[src/rtl/capture_sequencer.sv]
// Capture sequencer: gates per-channel capture enables, counts accepted
// captures and runs a clear (and optional ack wait) once the depth is reached.
module capture_sequencer #(
  parameter int NCH      = 4,
  parameter int DEPTH    = 8,
  parameter int CLR_LEN  = 1,
  parameter int ACK_MODE = 0,
  localparam int SELW    = $clog2(NCH),
  localparam int CW      = $clog2(DEPTH + 1)
) (
  input  logic            clock,
  input  logic            rst,
  input  logic            capture,
  input  logic [SELW-1:0] op,
  input  logic [NCH-1:0]  mask,
  input  logic            ack,
  output logic [NCH-1:0]  en,
  output logic            clear,
  output logic            full,
  output logic [CW-1:0]   count,
  output logic            busy
);

  localparam int PW = 1 << SELW;
  localparam logic [CW-1:0] DEPTH_C = CW'(DEPTH);
  localparam logic [3:0] TLAST = 4'(CLR_LEN - 1);
  localparam logic [SELW:0] NCH_C = (SELW+1)'(NCH);

  typedef enum logic [1:0] {
    S_CAPT  = 2'd0,
    S_CLEAR = 2'd1,
    S_WAIT  = 2'd2
  } state_t;

  state_t state, nxt;
  logic [3:0] timer;
  logic [PW-1:0] mask_p;
  logic [PW-1:0] en_p;
  logic in_capt;
  logic op_ok;
  logic accept;

  always_ff @(posedge clock or posedge rst) begin
    if (rst) begin
      state <= S_CAPT;
    end else begin
      state <= nxt;
    end
  end

  always_comb begin
    nxt = state;
    unique case (state)
      S_CAPT: begin
        if (full) nxt = S_CLEAR;
      end
      S_CLEAR: begin
        if (timer == TLAST)
          nxt = (ACK_MODE != 0) ? S_WAIT : S_CAPT;
      end
      S_WAIT: begin
        if (ack) nxt = S_CAPT;
      end
      default: nxt = S_CAPT;
    endcase
  end

  // Out-of-range selects index a zero-padded mask, so they never accept.
  always_comb begin
    mask_p = '0;
    mask_p[NCH-1:0] = mask;
    in_capt = (state == S_CAPT);
    op_ok = ({1'b0, op} < NCH_C);
    full = in_capt & (count == DEPTH_C);
    accept = ~rst & in_capt & capture & ~full & op_ok & mask_p[op];
    en_p = '0;
    en_p[op] = accept;
    en = en_p[NCH-1:0];
    clear = (state == S_CLEAR);
    busy = ~in_capt;
  end

  always_ff @(posedge clock or posedge rst) begin
    if (rst) begin
      count <= '0;
      timer <= '0;
    end else begin
      if (in_capt && full) begin
        count <= '0;
      end else if (accept) begin
        count <= count + CW'(1);
      end
      if (in_capt) begin
        timer <= '0;
      end else if (state == S_CLEAR) begin
        timer <= timer + 4'd1;
      end
    end
  end

endmodule

[config.mk]
export PLATFORM = sky130hd
export DESIGN_NAME = capture_sequencer
export DESIGN_NICKNAME = d
export VERILOG_FILES = /design/src/rtl/capture_sequencer.sv
export SDC_FILE = /design/constraint.sdc
export NUM_CORES = 1
export LEC_CHECK = 0
export ABC_AREA = 1
export CAP_MARGIN = 20
export CORE_MARGIN = 10
export CORE_UTILIZATION = 40
export DETAILED_ROUTE_END_ITERATION = 6
export DONT_BUFFER_PORTS = 1
export PLACE_DENSITY = 0.53
export SYNTH_ARGS = -nofsm -noshare
export SYNTH_HDL_FRONTEND = slang
export SYNTH_SLANG_ARGS = --single-unit
export TNS_END_PERCENT = 1
[constraint.sdc]
create_clock -name clock -period 1.4 [get_ports clock]
set_input_delay 0.14 -clock clock [delete_from_list [all_inputs] [get_ports clock]]
set_output_delay 0.14 -clock clock [all_outputs]
set_load 0.02 [all_outputs]
Word level (Yosys, flattened, before mapping)
Index checks and enable logic that the tools add are counted.

Output and inout port bits: 11. Bits of input ports: 10. Register bits after elaboration: 10.

Reductions and logical operators: 7. Equal/unequal tests: 6. Order comparisons: 2. Mux-type cells: 12. Bitwise operators: 9. Add/subtract/negate cells: 2.

Operator list (number): $mux 4 (4); $add 4x1->4 const B (2); $mux 2 (3); $pmux 2 s3 (1); $and 1x1->1 (5); $and 4x4->4 (1); $eq 4x4->1 const B (1); $logic_not 4->1 (1); $ne 2x2->1 const B (2); $reduce_bool 2->1 (2); $lt 2x3->1 const B (1); $not 1->1 (3); $reduce_and 3->1 (1); $bmux 1 s2 (1); $demux 1 s2 (1); $eq 2x1->1 const B (1); $eq 2x2->1 const B (1); $ge 2x1->1 const B (1); $logic_and 1x1->1 (2); $logic_not 2->1 (1); $mux 1 (2); $ne 2x1->1 const B (1).

Longest topological paths before layout
Gate-level depths: netlist (run 1).

Word-level depth: 7. Depth in mapped cells: 9. Gate-level depth less buffers: 9.

Worst setup path before layout (run 1)
No wires, ideal clock.

Path kind: register to output. Start: register count[0]. End: output en[0]. Buffers on the path: 0. Data arrival time: 1.614 ns. Path slack: -0.354 ns. Stages on the path, launching flop included: 8. Required time: 1.260 ns. Cells stage by stage: dfrtp_1 > inv_1 > ha_1 > nand2_1 > nor2_4 > nor2_4 > nand2_4 > nor3_1.

Cells in the longest elaborated chain, start to end: 6.

Ends and longest elaborated chain: start, declared (RTL line 20) `output logic [CW-1:0] count,`; start signal, assigned (RTL line 91) `count <= count + CW'(1);`; $eq 4x4->1 (RTL line 74) `full = in_capt & (count == DEPTH_C);`; $and 1x1->1 (RTL line 74); via full (RTL line 19) `output logic full,`; $not 1->1 (RTL line 75) `accept = ~rst & in_capt & capture & ~full & op_ok & mask_p[op];`; $and 1x1->1 (2 in series) (RTL line 75); $and 4x4->4 (no line); end, declared (RTL line 17) `output logic [NCH-1:0] en,`.

The timed path passes the listed nets, and every way through them passes these cells.

Final worst setup path (run 1)
Start: register count[0]. End: output en[0].

Cells in the longest elaborated chain, start to end: 6.

Ends and longest elaborated chain (RTL line): $eq 4x4->1 (74); $and 1x1->1 (74); $not 1->1 (75); $and 1x1->1 (2 in series) (75); $and 4x4->4 (no line).

No other way between the ends.

==> results by stage, run 1 <==
Synth:
- The most common cell in the synthesized netlist is sky130_fd_sc_hd__nand2_1.
- The sequential-to-total area share from yosys stat is 39.6%.
- By area the synthesized netlist is led by sky130_fd_sc_hd__dfrtp_1 (40%), sky130_fd_sc_hd__nand2_1 (11%), sky130_fd_sc_hd__ha_1 (8.8%).
- The share of flip-flops with an asynchronous set or reset is 100%.
- After synthesis, the largest area contributor takes up about two fifths of total cell area.
- The Yosys warning count is 0.
- The commonest register cell after synthesis is sky130_fd_sc_hd__dfrtp_1.
- The commonest cells after synthesis are sky130_fd_sc_hd__nand2_1 (16), sky130_fd_sc_hd__dfrtp_1 (9), sky130_fd_sc_hd__inv_1 (8), sky130_fd_sc_hd__nand3_1 (8).
- The synthesized netlist net count is 85.
- Counting every instance in the synthesized netlist gives slightly above 70.
- Yosys mapped the design onto 19 distinct sky130hd cell types.
- In this run the cell area of the synthesized design comes to 568 um^2.
- The cell accounting for the most synthesized area is sky130_fd_sc_hd__dfrtp_1.
- The flip-flop and latch count after synthesis is 9.
- Yosys mapped a number of flops with a built-in enable equal to 0.
- The mean instance size in the synthesized netlist is 8.00 um^2.

STA:
- The hold violation total from the final report is 0.
- The worst setup slack after layout is -0.147 ns.
- The final cycle utilization of the critical path is 110%.
- For this run, the top clock speed supported by timing is between 600 and 700 MHz.
- Setup repair after global routing could not meet its margin everywhere.
- Setup violations remaining at the end of the flow were counted as 7.
- For the pin with the worst max-slew slack, the measured transition is between 0.2 and 0.3 ns.
- The time the worst path needs with I/O delays and setup is about 1.5 ns.
- The count of final max-slew check failures came to 0.
- The headroom to the max-slew limit is 81.7%.
- The clock skew after layout is a little over 0.007 ns.

Floorplanning:
- The top-level port count is 21.
- The core region is roughly 0.0013 mm^2.
- The die extent in y is approximately 58 um.
- The number of core rows is 13.
- The initial cell density of the core is 43.1%.
- The die width is 57.7 um.
- The floorplan step defined a die boundary enclosing between 0.003 and 0.004 mm^2.

Clock network:
- The buffer cell driving the clock tree root is sky130_fd_sc_hd__clkbuf_4.
- The clock passes through at most 2 buffers.
- After clock tree synthesis, the clock-pin slew on the worst setup and hold paths is roughly 0.06 ns.
- CTS built an H-tree with a depth of 1.
- The number of clock buffers added by TritonCTS is 3.
- The CTS tree is built.
- The tree built by TritonCTS fans out to 9 sinks.
- The source-to-sink clock delay at the later pin of the worst-skew pair is roughly 0.27 ns.

Layout:
- The number of filler instances in the final layout is ~130.
- The post-synthesis to final-layout area growth is 42.3%.
- The antenna diode count is 0.
- The layout cell share with drive strength beyond 1 is 45.1%.
- The non-filler instance count after layout is approximately 110.
- The final non-filler cell area is between 800 and 900 um^2.
- The net total in the final layout is 106.

Power:
- Dividing total power by cell area gives a power density of approximately 1500 mW/mm^2.
- The static power due to leakage is 0.436 nW.
- IR analysis of the VDD net gives a maximum drop of a little under 900 uV.

Worst setup path:
- The worst setup path is launched from a register.
- By startpoint and endpoint, the worst setup path is classified as reg -> out.
- The worst-path maximum fanout is 6.
- STA puts the critical path data required time at 1.26 ns.
- The kind of capture point of the worst setup path is an output pin.
- The data arrival time of the critical path is 1.41 ns.

Route:
- The residual antenna-violating net count after detailed routing is 0.
- The detailed-route vias per instance is 4.82.
- The total number of vias is between 500 and 600.
- The number of design rule violations left after detail routing is 0.
- The per-cell routed wire length is 13.7 um.
- For this block, the initial DRC count from the detailed router was 7.
- For this run, the detailed router's first-pass iteration total came to 4.
- The total wire length after detailed routing is 1460 um.

Global routing:
- Global routing used between 8 and 9% of the available tracks.
- The final global-route overflow total is 0.
- The pin count of the biggest net entering global routing is 10.
- The via count of the first global-routing pass was between 500 and 600.
- The initial antenna violation count is 0.
- The wire length of the first global-routing pass is roughly 2300 um.

Hold path:
- The class of the tightest hold or removal check is in -> reg.

Outcome:
- The flow ran to the end, but the final reports show violations.
- The checks that failed: setup timing.

Place:
- Detailed placement ended at an HPWL of about 1100 um.
- The placed instances occupy a cell area of a little over 700 um^2.
- At the end of routability-driven placement, the weighted congestion stood at 0.687.
- Buffers placed on the I/O ports in this run total 0.
- The cell count after placement is 96.

Run:
- The count of maximum capacitance violations is 0.
==> state kept, by name (all words and copies together), names as in the netlist <==
signal,cells
count,4
state,1
timer,4
==> cell families after synthesis <==
| logic type | after synthesis | synth area share, % |
|---|---|---|
| buffers and inverters | 13 | 9.25 |
| AO/OA/AOI/OAI | 2 | 1.76 |
| XOR/XNOR | 3 | 4.63 |
| AND/OR/NAND/NOR | 40 | 35.9 |
| flip-flops | 9 | 39.6 |
| adder cells (fa/ha/maj) | 4 | 8.81 |
==> area by class of cell <==
type / count / area (um^2) / area share (%)
Clock buffer: 3 / 22.5 / 2.79
Tap cell: 15 / 18.8 / 2.32
Sequential cell: 9 / 228 / 28.2
Timing Repair Buffer: 17 / 134 / 16.6
Inverter: 12 / 45.0 / 5.57
Multi-Input combinational cell: 49 / 355 / 44.0
Clock inverter: 1 / 5.00 / 0.619
==> stage by stage <==
stage               hold slack, ns  worst slack, ns  setup TNS [ns]  util [%]  total power, mW
floorplan                  -0.0238          -0.0687          -0.359         -            0.739
global placement            0.0727           0.0225               0      53.8            0.920
detailed placement          0.0609           0.0200               0      53.8            0.927
CTS                          0.180           -0.244          -0.789      59.3             1.19
global route                 0.226           -0.223           -1.17      61.3             1.34
finish                       0.185           -0.147          -0.744      61.3             1.25
==> worst paths after layout <==
kind,startpoint,to,slack [ns],cells past startpoint
worst min register to register,timer[0]$_DFF_PP0_,timer[0]$_DFF_PP0_,0.48,1
min in group asynchronous,rst,timer[3]$_DFF_PP0_,0.30,3
worst min-delay path,op[1],count[0]$_DFFE_PP0P_,0.19,4
worst max-delay path,count[0]$_DFFE_PP0P_,en[0],-0.15,7
max in group asynchronous,rst,count[1]$_DFFE_PP0P_,0.94,3
worst max register to register,count[0]$_DFFE_PP0P_,count[2]$_DFFE_PP0P_,-0.11,11
==> where the power goes <==
group          internal (mW)  leakage, nW  switching [mW]  total (mW)
logic                  0.278        0.299           0.384       0.662
clock network          0.106       0.0177           0.103       0.209
registers              0.327        0.119          0.0496       0.376
==> placed cells by master, fill, tap and decap left out <==
master	count
sky130_fd_sc_hd__nand2_1	15
sky130_fd_sc_hd__buf_4	15
sky130_fd_sc_hd__nand3_1	8
sky130_fd_sc_hd__dfrtp_1	7
sky130_fd_sc_hd__inv_2	6
sky130_fd_sc_hd__inv_1	6
sky130_fd_sc_hd__nor3_4	4
sky130_fd_sc_hd__nand2_2	3
sky130_fd_sc_hd__nor2_1	3
sky130_fd_sc_hd__ha_1	3
sky130_fd_sc_hd__clkbuf_4	3
sky130_fd_sc_hd__nand2_4	2
sky130_fd_sc_hd__nor2_4	2
sky130_fd_sc_hd__xor2_1	2
sky130_fd_sc_hd__dfrtp_2	2
sky130_fd_sc_hd__nor3b_1	1
sky130_fd_sc_hd__o21ai_0	1
sky130_fd_sc_hd__nand4_1	1
sky130_fd_sc_hd__xnor2_1	1
sky130_fd_sc_hd__or2_2	1
sky130_fd_sc_hd__o21ai_1	1
sky130_fd_sc_hd__ha_4	1
sky130_fd_sc_hd__clkinv_2	1
sky130_fd_sc_hd__dlygate4sd3_1	1
sky130_fd_sc_hd__buf_6	1
==> layer usage <==
layer	share of wire (%)	GRT usage [%]
met4	0.69	5.03
met2	45	12.6
met1	43	9.91
met5	0	0
met3	11	4.14
==> what timing repair did <==
action,CTS,global route
endpoints found under the setup margin,5,7
setup buffers,2,3
hold buffers,1,0
gates resized for setup,6,1
gates cloned,0,0
endpoints found under the hold margin,9,0
pin swaps,6,5
==> critical path, cell delays in order (launching register included) <==
cell	delay, ns
sky130_fd_sc_hd__dfrtp_2	0.37
sky130_fd_sc_hd__inv_2	0.05
sky130_fd_sc_hd__ha_4	0.16
sky130_fd_sc_hd__nand2_4	0.06
sky130_fd_sc_hd__nor2_4	0.04
sky130_fd_sc_hd__nor2_4	0.11
sky130_fd_sc_hd__nand2_4	0.12
sky130_fd_sc_hd__nor3_4	0.24
(Power assumes the default switching activity.)
==> inputs of run 2 (changes only) <==
--- a/config.mk
+++ b/config.mk
@@ -11,7 +11,6 @@
 export CORE_UTILIZATION = 40
 export DETAILED_ROUTE_END_ITERATION = 6
 export DONT_BUFFER_PORTS = 1
-export PLACE_DENSITY = 0.53
 export SYNTH_ARGS = -nofsm -noshare
 export SYNTH_HDL_FRONTEND = slang
 export SYNTH_SLANG_ARGS = --single-unit
==> run 2 against run 1 <==
  * The run still ends with setup timing left
  * Utilization down 1.5 points
  * Die area unchanged
  * Setup slack improved by 0.0011 ns
  * Combinational power up 0.9%
  * Critical endpoint unchanged
  * Sequential power about the same
  * Critical path type unchanged
  * Clock-buffer cell count rose by 1
  * First-iteration DRC count fell by 57%
  * Via count fell by 4.3%
  * Critical path depth stayed put
  * Global-route usage decreased by 0.11 points
  * Register-to-register slack better by 0.14 ns
==> results by stage, run 2 (same netlist as run 1, synthesis figures left out) <==
Place:
- The placed wire-length estimate was 1000 um (-8.8%).
- The cell area after placement is 694 um^2 (-2.1%).
- The total of buffers placed on input and output ports was 0 (unchanged).
- The weighted congestion at the end of routability-driven global placement is 0.706 (+2.8%).
- The worst setup slack after placement is 0.00690 ns (-0.0130 ns).

Layout:
- The end-of-flow core utilization was 59.8% (-1.5 points).
- In the layout the commonest cells are sky130_fd_sc_hd__nand2_1 (15), sky130_fd_sc_hd__buf_4 (9), sky130_fd_sc_hd__dfrtp_1 (7).
- The layout cell share with drive strength beyond 1 is 44.2% (-0.87 points).
- The largest registers in the layout are count x4, timer x4, state x1.
- The final non-filler cell area is 788 um^2 (-2.5%).
- The net total in the final layout is 101 (-4.7%).
- The antenna diode count is 0 (unchanged).
- The post-synthesis to final-layout area growth is 38.8%.
- The register area is 228 um^2 (unchanged).
- The most common library cell in the layout ignoring fill and taps is sky130_fd_sc_hd__nand2_1.
- The footprint of the multi-input gates is 370 um^2 (+4.2%).
- The number of filler instances in the final layout came to 115 (-10%).

Worst setup path:
- The required time at the worst-slack endpoint is 1.26 ns (about the same).
- Walking the worst path, the cells encountered are inv_2 -> ha_4 -> nand2_4 -> nor2_4 -> nor2_4 -> nand2_4 -> nor3_4.
- The critical path buffer and inverter count is 1 (unchanged).
- STA classifies the critical path endpoint as an output pin.
- The data arrival time of the critical path is 1.41 ns (about the same).
- On the critical path the largest part of the delay comes from simple AND/OR/NAND/NOR gates.
- The slowest stage of the critical path belongs to the cell sky130_fd_sc_hd__dfrtp_2.
- The worst-path maximum fanout came to 5 (-1).
- The critical path in this run is classified as reg -> out.
- The startpoint type of the worst setup path is a register.
- The biggest cell delay along the critical path came to 0.37 ns (about the same).

Route:
- The detailed-route vias per instance is 4.84 (+0.43%).
- The total number of vias is 489 (-4.3%).
- The residual antenna-violating net count after detailed routing is 0 (unchanged).
- The per-cell routed wire length is 13.2 um (-3.8%).
- The number of design rule violations left after detail routing was 0 (unchanged).
- The length of the first detailed-routing pass in iterations came to 3 (-1).
- The initial DRC count is 3 (-4).
- The total wire length after detailed routing is 1340 um (-8.3%).

STA:
- Setup repair after global routing could not meet its margin everywhere.
- The final cycle utilization of the critical path is 110% (about the same).
- The worst hold slack is 0.185 ns (-0.000759 ns).
- The maximum frequency from static timing analysis is 647 MHz (about the same).
- The clock skew after layout is 0.00501 ns (-0.00215 ns).
- The worst setup slack after layout is -0.146 ns (+0.00108 ns).
- The time the worst path needs with I/O delays and setup was 1.55 ns (-0.00108 ns).
- The total of endpoints with negative setup slack in the final report came to 5 (-2).
- The headroom to the max-slew limit is 81.6% (-0.11 points).
- The count of final max-slew check failures is 0 (unchanged).
- The transition time of the tightest slew-check pin was 0.276 ns (+0.00157 ns).
- The hold violation total from the final report is 0 (unchanged).

Outcome:
- The final reports fail on setup timing.
- The flow ran to the end, but the final reports show violations.

Global routing:
- The initial antenna violation count was 0 (unchanged).
- The global-route usage over all layers is 8.49% (-0.11 points).
- The final global-route overflow total is 0 (unchanged).
- The via count of the first global-routing pass is 495 (-3.3%).
- The pin count of the biggest net entering global routing is 10 (unchanged).
- The wire length of the first global-routing pass came to 2260 um (-0.61%).

Floorplanning:
- The initial cell density of the core is 43.1% (unchanged).
- The total die area is 0.00333 mm^2 (unchanged).
- The core box area was 0.00132 mm^2 (unchanged).
- The top-level port count was 21 (unchanged).
- The number of core rows came to 13 (unchanged).
- The die extent in y was 57.7 um (unchanged).
- The die width is 57.7 um (unchanged).

Clock network:
- The total CTS buffers came to 3 (unchanged).
- The buffer cell driving the clock tree root is sky130_fd_sc_hd__clkbuf_4.
- The source-to-sink clock delay at the later pin of the worst-skew pair is 0.26 ns (about the same).
- The total clock sinks is 9 (unchanged).
- The clock-pin slew on the worst setup and hold paths came to 0.07 ns (about the same).
- The number of buffers on the longest clock path came to 2 (unchanged).
- The H-tree depth is 1 (unchanged).
- TritonCTS built the clock tree.

Power:
- The sequential fraction of design power was 30.1% (about the same).
- The reported net switching power is 0.529 mW (-1.6%).
- The switching power share of the total came to 42.2% (-0.82 points).
- The static power due to leakage came to 0.415 nW (-4.9%).
- The maximum VDD drop is 1130 uV (+31%).
- The total power after layout is 1.25 mW (+0.31%).
- The part of the power in the clock network is 16.5% (-0.3 points).
- The cell internal power dissipation was 0.723 mW (+1.8%).
- The power share of the combinational group is 53.4% (+0.3 points).
- The power density relative to cell area is 1590 mW/mm^2 (+2.9%).

Hold path:
- The path class of the tightest hold or removal check is in -> reg.

Run:
- The count of maximum capacitance violations is 0 (unchanged).
## run 2: changes by cell type in the layout (fill, tap and decap cells not counted), sizes merged
cell and change:
buf -5, clkbuf +1, clkinv -1
## run 2: area by class of cell
type                    instances  area share, %
multi-input cells              49           47.0
flip-flops and latches          9           28.9
repair buffers                 12           12.7
inverters                      12           5.71
clock buffers                   4           3.33
well taps                      15           2.38
## run 2: path summary, 6_finish.rpt
path | cells after the start | start | slack (ns) | end
setup / recovery | 7 | count[0]$_DFFE_PP0P_ | -0.15 | en[0]
hold / removal | 4 | op[1] | 0.18 | count[0]$_DFFE_PP0P_
setup reg to reg | 10 | count[0]$_DFFE_PP0P_ | 0.03 | count[1]$_DFFE_PP0P_
hold reg to reg | 1 | timer[0]$_DFF_PP0_ | 0.49 | timer[0]$_DFF_PP0_
max in group asynchronous | 3 | rst | 0.94 | count[0]$_DFFE_PP0P_
min in group asynchronous | 3 | rst | 0.32 | state[0]$_DFFE_PP0P_
## run 2: per-layer routing
layer / vias to the layer above / track usage (%) / share of wire, %
li1: 252 / - / -
met1: 222 / 9.13 / 39
met2: 15 / 14.0 / 52
met3: 0 / 5.66 / 8.2
met4: 0 / 1.01 / 0
met5: - / 0 / 0
## run 2: power by group through the flow
stage                     logic, mW  registers [mW]  clock network (mW)
after detailed placement      0.540           0.368                   0
after floorplan               0.269           0.470                   0
after CTS                     0.605           0.376               0.212
after global placement        0.532           0.365                   0
final                         0.668           0.377               0.207
after global routing          0.733           0.382               0.229
## run 2: worst register-to-register path, stage by stage (launching register included)
cell and delay (ns):
sky130_fd_sc_hd__dfrtp_2 0.41, sky130_fd_sc_hd__inv_2 0.08, sky130_fd_sc_hd__ha_4 0.13, sky130_fd_sc_hd__nand2_4 0.04
sky130_fd_sc_hd__nor2_4 0.10, sky130_fd_sc_hd__nor2_4 0.05, sky130_fd_sc_hd__nand2_4 0.13, sky130_fd_sc_hd__buf_4 0.17
sky130_fd_sc_hd__nand2_2 0.05, sky130_fd_sc_hd__nand2_1 0.05, sky130_fd_sc_hd__nand2_1 0.04
## run 2: through the flow
step | std cells | TNS (ns)
6_report | 101 | -0.592
5_1_grt | 101 | -0.981
4_1_cts | 100 | -0.775
3_5_place_dp | 94 | 0
3_3_place_gp | 94 | 0
2_1_floorplan | 71 | -0.359
## run 2: repair_timing
action                                 in CTS  in global routing
endpoints found under the hold margin       9                  0
setup endpoints to repair                   5                  8
gates resized for setup                     7                  5
hold buffers                                1                  0
setup buffers                               1                  1
pin swaps                                   5                  3
==> inputs of run 3 (changes only) <==
--- a/config.mk
+++ b/config.mk
@@ -11,6 +11,7 @@
 export CORE_UTILIZATION = 40
 export DETAILED_ROUTE_END_ITERATION = 6
 export DONT_BUFFER_PORTS = 1
+export SKIP_CTS_REPAIR_TIMING = 1
 export SYNTH_ARGS = -nofsm -noshare
 export SYNTH_HDL_FRONTEND = slang
 export SYNTH_SLANG_ARGS = --single-unit
==> run 3 against run 2 <==
  * The flow still finishes with violations (setup timing)
  * Final area unchanged
  * Worst hold slack better by 0.039 ns
  * Non-clock buffer count unchanged
  * Clock skew down 0.0014 ns
  * Die area unchanged
  * Setup slack worse by 0.10 ns
  * First-iteration DRC count down 67%
  * Clock-buffer cell count unchanged
  * Largest cell class unchanged
==> results by stage, run 3 (same netlist as run 1, synthesis figures left out) <==
Floorplanning:
- The die extent in y is 57.7 um (unchanged).
- The total die area is 0.00333 mm^2 (unchanged).
- The initial cell density of the core came to 43.1% (unchanged).
- The core box area is 0.00132 mm^2 (unchanged).
- The die width is 57.7 um (unchanged).
- The number of core rows is 13 (unchanged).
- The top-level port count was 21 (unchanged).

Worst setup path:
- The kind of capture point of the worst setup path is an output pin.
- The signal on the critical path passes through inv_2 -> ha_4 -> nand2_4 -> nor2_4 -> nor2_4 -> nand2_8 -> nor3_4.
- The cell with the most instances on the worst path is sky130_fd_sc_hd__nor2_4.
- Among cell families on the critical path, the largest total delay comes from simple AND/OR/NAND/NOR gates.
- The slowest library cell on the worst path is sky130_fd_sc_hd__dfrtp_2.
- The required time at the worst-slack endpoint is 1.26 ns (about the same).
- The startpoint type of the worst setup path is a register.
- The data arrival time of the critical path is 1.51 ns (+0.10 ns).
- The biggest cell delay along the critical path is 0.37 ns (about the same).
- The kind of critical path is reg -> out.
- The critical path buffer and inverter count is 1 (unchanged).
- The worst-path maximum fanout came to 5 (unchanged).

Route:
- The number of design rule violations left after detail routing is 0 (unchanged).
- The initial DRC count is 1 (-2).
- The uppermost metal layer occupied by signal nets is met3.
- The total number of vias was 498 (+1.8%).
- The met2 wire length came to 719 um (+2.7%).
- The per-cell routed wire length is 13.3 um (+0.22%).
- The detailed-routed wire length on met3 came to 121 um (+10%).
- The detailed-route vias per instance was 4.93 (+1.8%).
- The length of routed wiring on met1 was 498 um (-5.1%).
- The length of the first detailed-routing pass in iterations is 2 (-1).
- The total wire length after detailed routing is 1340 um (+0.22%).
- The residual antenna-violating net count after detailed routing is 0 (unchanged).

Clock network:
- The number of buffers on the longest clock path came to 2 (unchanged).
- The CTS tree is built.
- The tree is rooted in a sky130_fd_sc_hd__clkbuf_4.
- The clock-pin slew on the worst setup and hold paths is 0.06 ns (about the same).
- The source-to-sink clock delay at the later pin of the worst-skew pair is 0.26 ns (about the same).
- The total CTS buffers is 3 (unchanged).
- The total clock sinks is 9 (unchanged).
- The H-tree depth is 1 (unchanged).

STA:
- The total of endpoints with negative setup slack in the final report is 5 (unchanged).
- The transition time of the tightest slew-check pin is 0.276 ns (+0.0000664 ns).
- The maximum frequency from static timing analysis was 607 MHz (-6.1%).
- Setup repair after global routing could not meet its margin everywhere.
- The final cycle utilization of the critical path is 118% (+7.2 points).
- The worst setup slack after layout came to -0.247 ns (-0.101 ns).
- The clock skew after layout was 0.00361 ns (-0.00140 ns).
- The headroom to the max-slew limit is 81.5% (about the same).
- The hold violation total from the final report came to 0 (unchanged).
- The time the worst path needs with I/O delays and setup was 1.65 ns (+0.101 ns).
- The count of final max-slew check failures was 0 (unchanged).

Power:
- The cell internal power dissipation is 0.719 mW (-0.52%).
- The maximum VDD drop is 1140 uV (+0.69%).
- The part of the power in the clock network is 16.4% (about the same).
- The static power due to leakage is 0.408 nW (-1.7%).
- The power density relative to cell area is 1580 mW/mm^2 (-0.50%).
- The switching power share of the total came to 42.2% (about the same).
- The reported net switching power came to 0.526 mW (-0.46%).
- The sequential fraction of design power came to 30.3% (+0.2 points).
- The power share of the combinational group is 53.3% (about the same).

Layout:
- The end-of-flow core utilization is 59.8% (unchanged).
- The layout cell share with drive strength beyond 1 was 43.0% (-1.2 points).
- The net total in the final layout is 101 (unchanged).
- The largest registers in the layout are count x4, timer x4, state x1.
- Leaving out fill and tap cells, the most frequent cell in the layout is sky130_fd_sc_hd__nand2_1.
- The antenna diode count is 0 (unchanged).
- The post-synthesis to final-layout area growth came to 38.8% (unchanged).
- The top cell types in the final layout, fill and taps aside, are sky130_fd_sc_hd__nand2_1 (15), sky130_fd_sc_hd__buf_4 (10), sky130_fd_sc_hd__nand3_1 (7), sky130_fd_sc_hd__dfrtp_1 (7).

Global routing:
- The via count of the first global-routing pass was 475 (-4.0%).
- The final global-route overflow total is 0 (unchanged).
- The wire length of the first global-routing pass is 2120 um (-6.4%).
- The initial antenna violation count came to 0 (unchanged).
- The global-route usage over all layers is 7.88% (-0.62 points).
- The pin count of the biggest net entering global routing came to 11 (+1).

Place:
- The total of buffers placed on input and output ports is 0 (unchanged).
- The worst setup slack after placement is 0.00690 ns (unchanged).
- The weighted congestion at the end of routability-driven global placement is 0.706 (unchanged).
- The placed wire-length estimate is 1000 um (unchanged).

Run:
- The count of maximum capacitance violations was 0 (unchanged).

Hold path:
- The class of the tightest hold or removal check is in -> reg.

Outcome:
- The run finished, with violations left.
- The checks that failed: setup timing.
## run 3: worst reg2reg max path: cells and delay by family (launching register included)
family / cells / cell delay, ns
and+or+nand+nor: 7 / 0.45
adders and majority gates: 1 / 0.13
DFF: 1 / 0.41
buffers and inverters: 2 / 0.24
## run 3: routing by layer
layer	track usage [%]	up-vias
li1	-	251
met1	8.38	230
met2	12.7	17
met3	5.66	0
met4	1.01	0
met5	0	-
## run 3: path summary, 6_finish.rpt
path / startpoint / to / slack [ns] / cells past startpoint
max: count[0]$_DFFE_PP0P_ / en[2] / -0.25 / 7
min: op[1] / count[0]$_DFFE_PP0P_ / 0.22 / 4
max reg2reg: count[0]$_DFFE_PP0P_ / count[1]$_DFFE_PP0P_ / 0.06 / 10
min reg2reg: timer[0]$_DFF_PP0_ / timer[0]$_DFF_PP0_ / 0.49 / 1
max in group asynchronous: rst / count[1]$_DFFE_PP0P_ / 0.95 / 3
min in group asynchronous: rst / state[0]$_DFFE_PP0P_ / 0.30 / 3
## run 3: final cells by class
cell class              instances  area, um^2
inverters                      12        45.0
fillers                       112         529
flip-flops and latches          9         228
well taps                      15        18.8
multi-input cells              49         374
repair buffers                 12        96.3
clock buffers                   4        26.3
## run 3: power by group through the flow
stage / Sequential [mW] / Clock, mW / Combinational [mW]
after floorplan: 0.470 / 0 / 0.269
after global placement: 0.365 / 0 / 0.532
after detailed placement: 0.368 / 0 / 0.540
after CTS: 0.364 / 0.212 / 0.546
after global routing: 0.382 / 0.229 / 0.734
final: 0.378 / 0.204 / 0.663
## run 3: stage by stage
step	power, mW	TNS (ns)	cell area (um^2)	std cells	hold WS (ns)
detailed placement	0.908	0	694	94	0.0435
global placement	0.897	0	694	94	0.0382
floorplan	0.739	-0.359	616	71	-0.0238
CTS	1.12	-1.26	721	98	-0.242
finish	1.25	-0.819	788	101	0.223
global route	1.34	-1.22	788	101	0.228
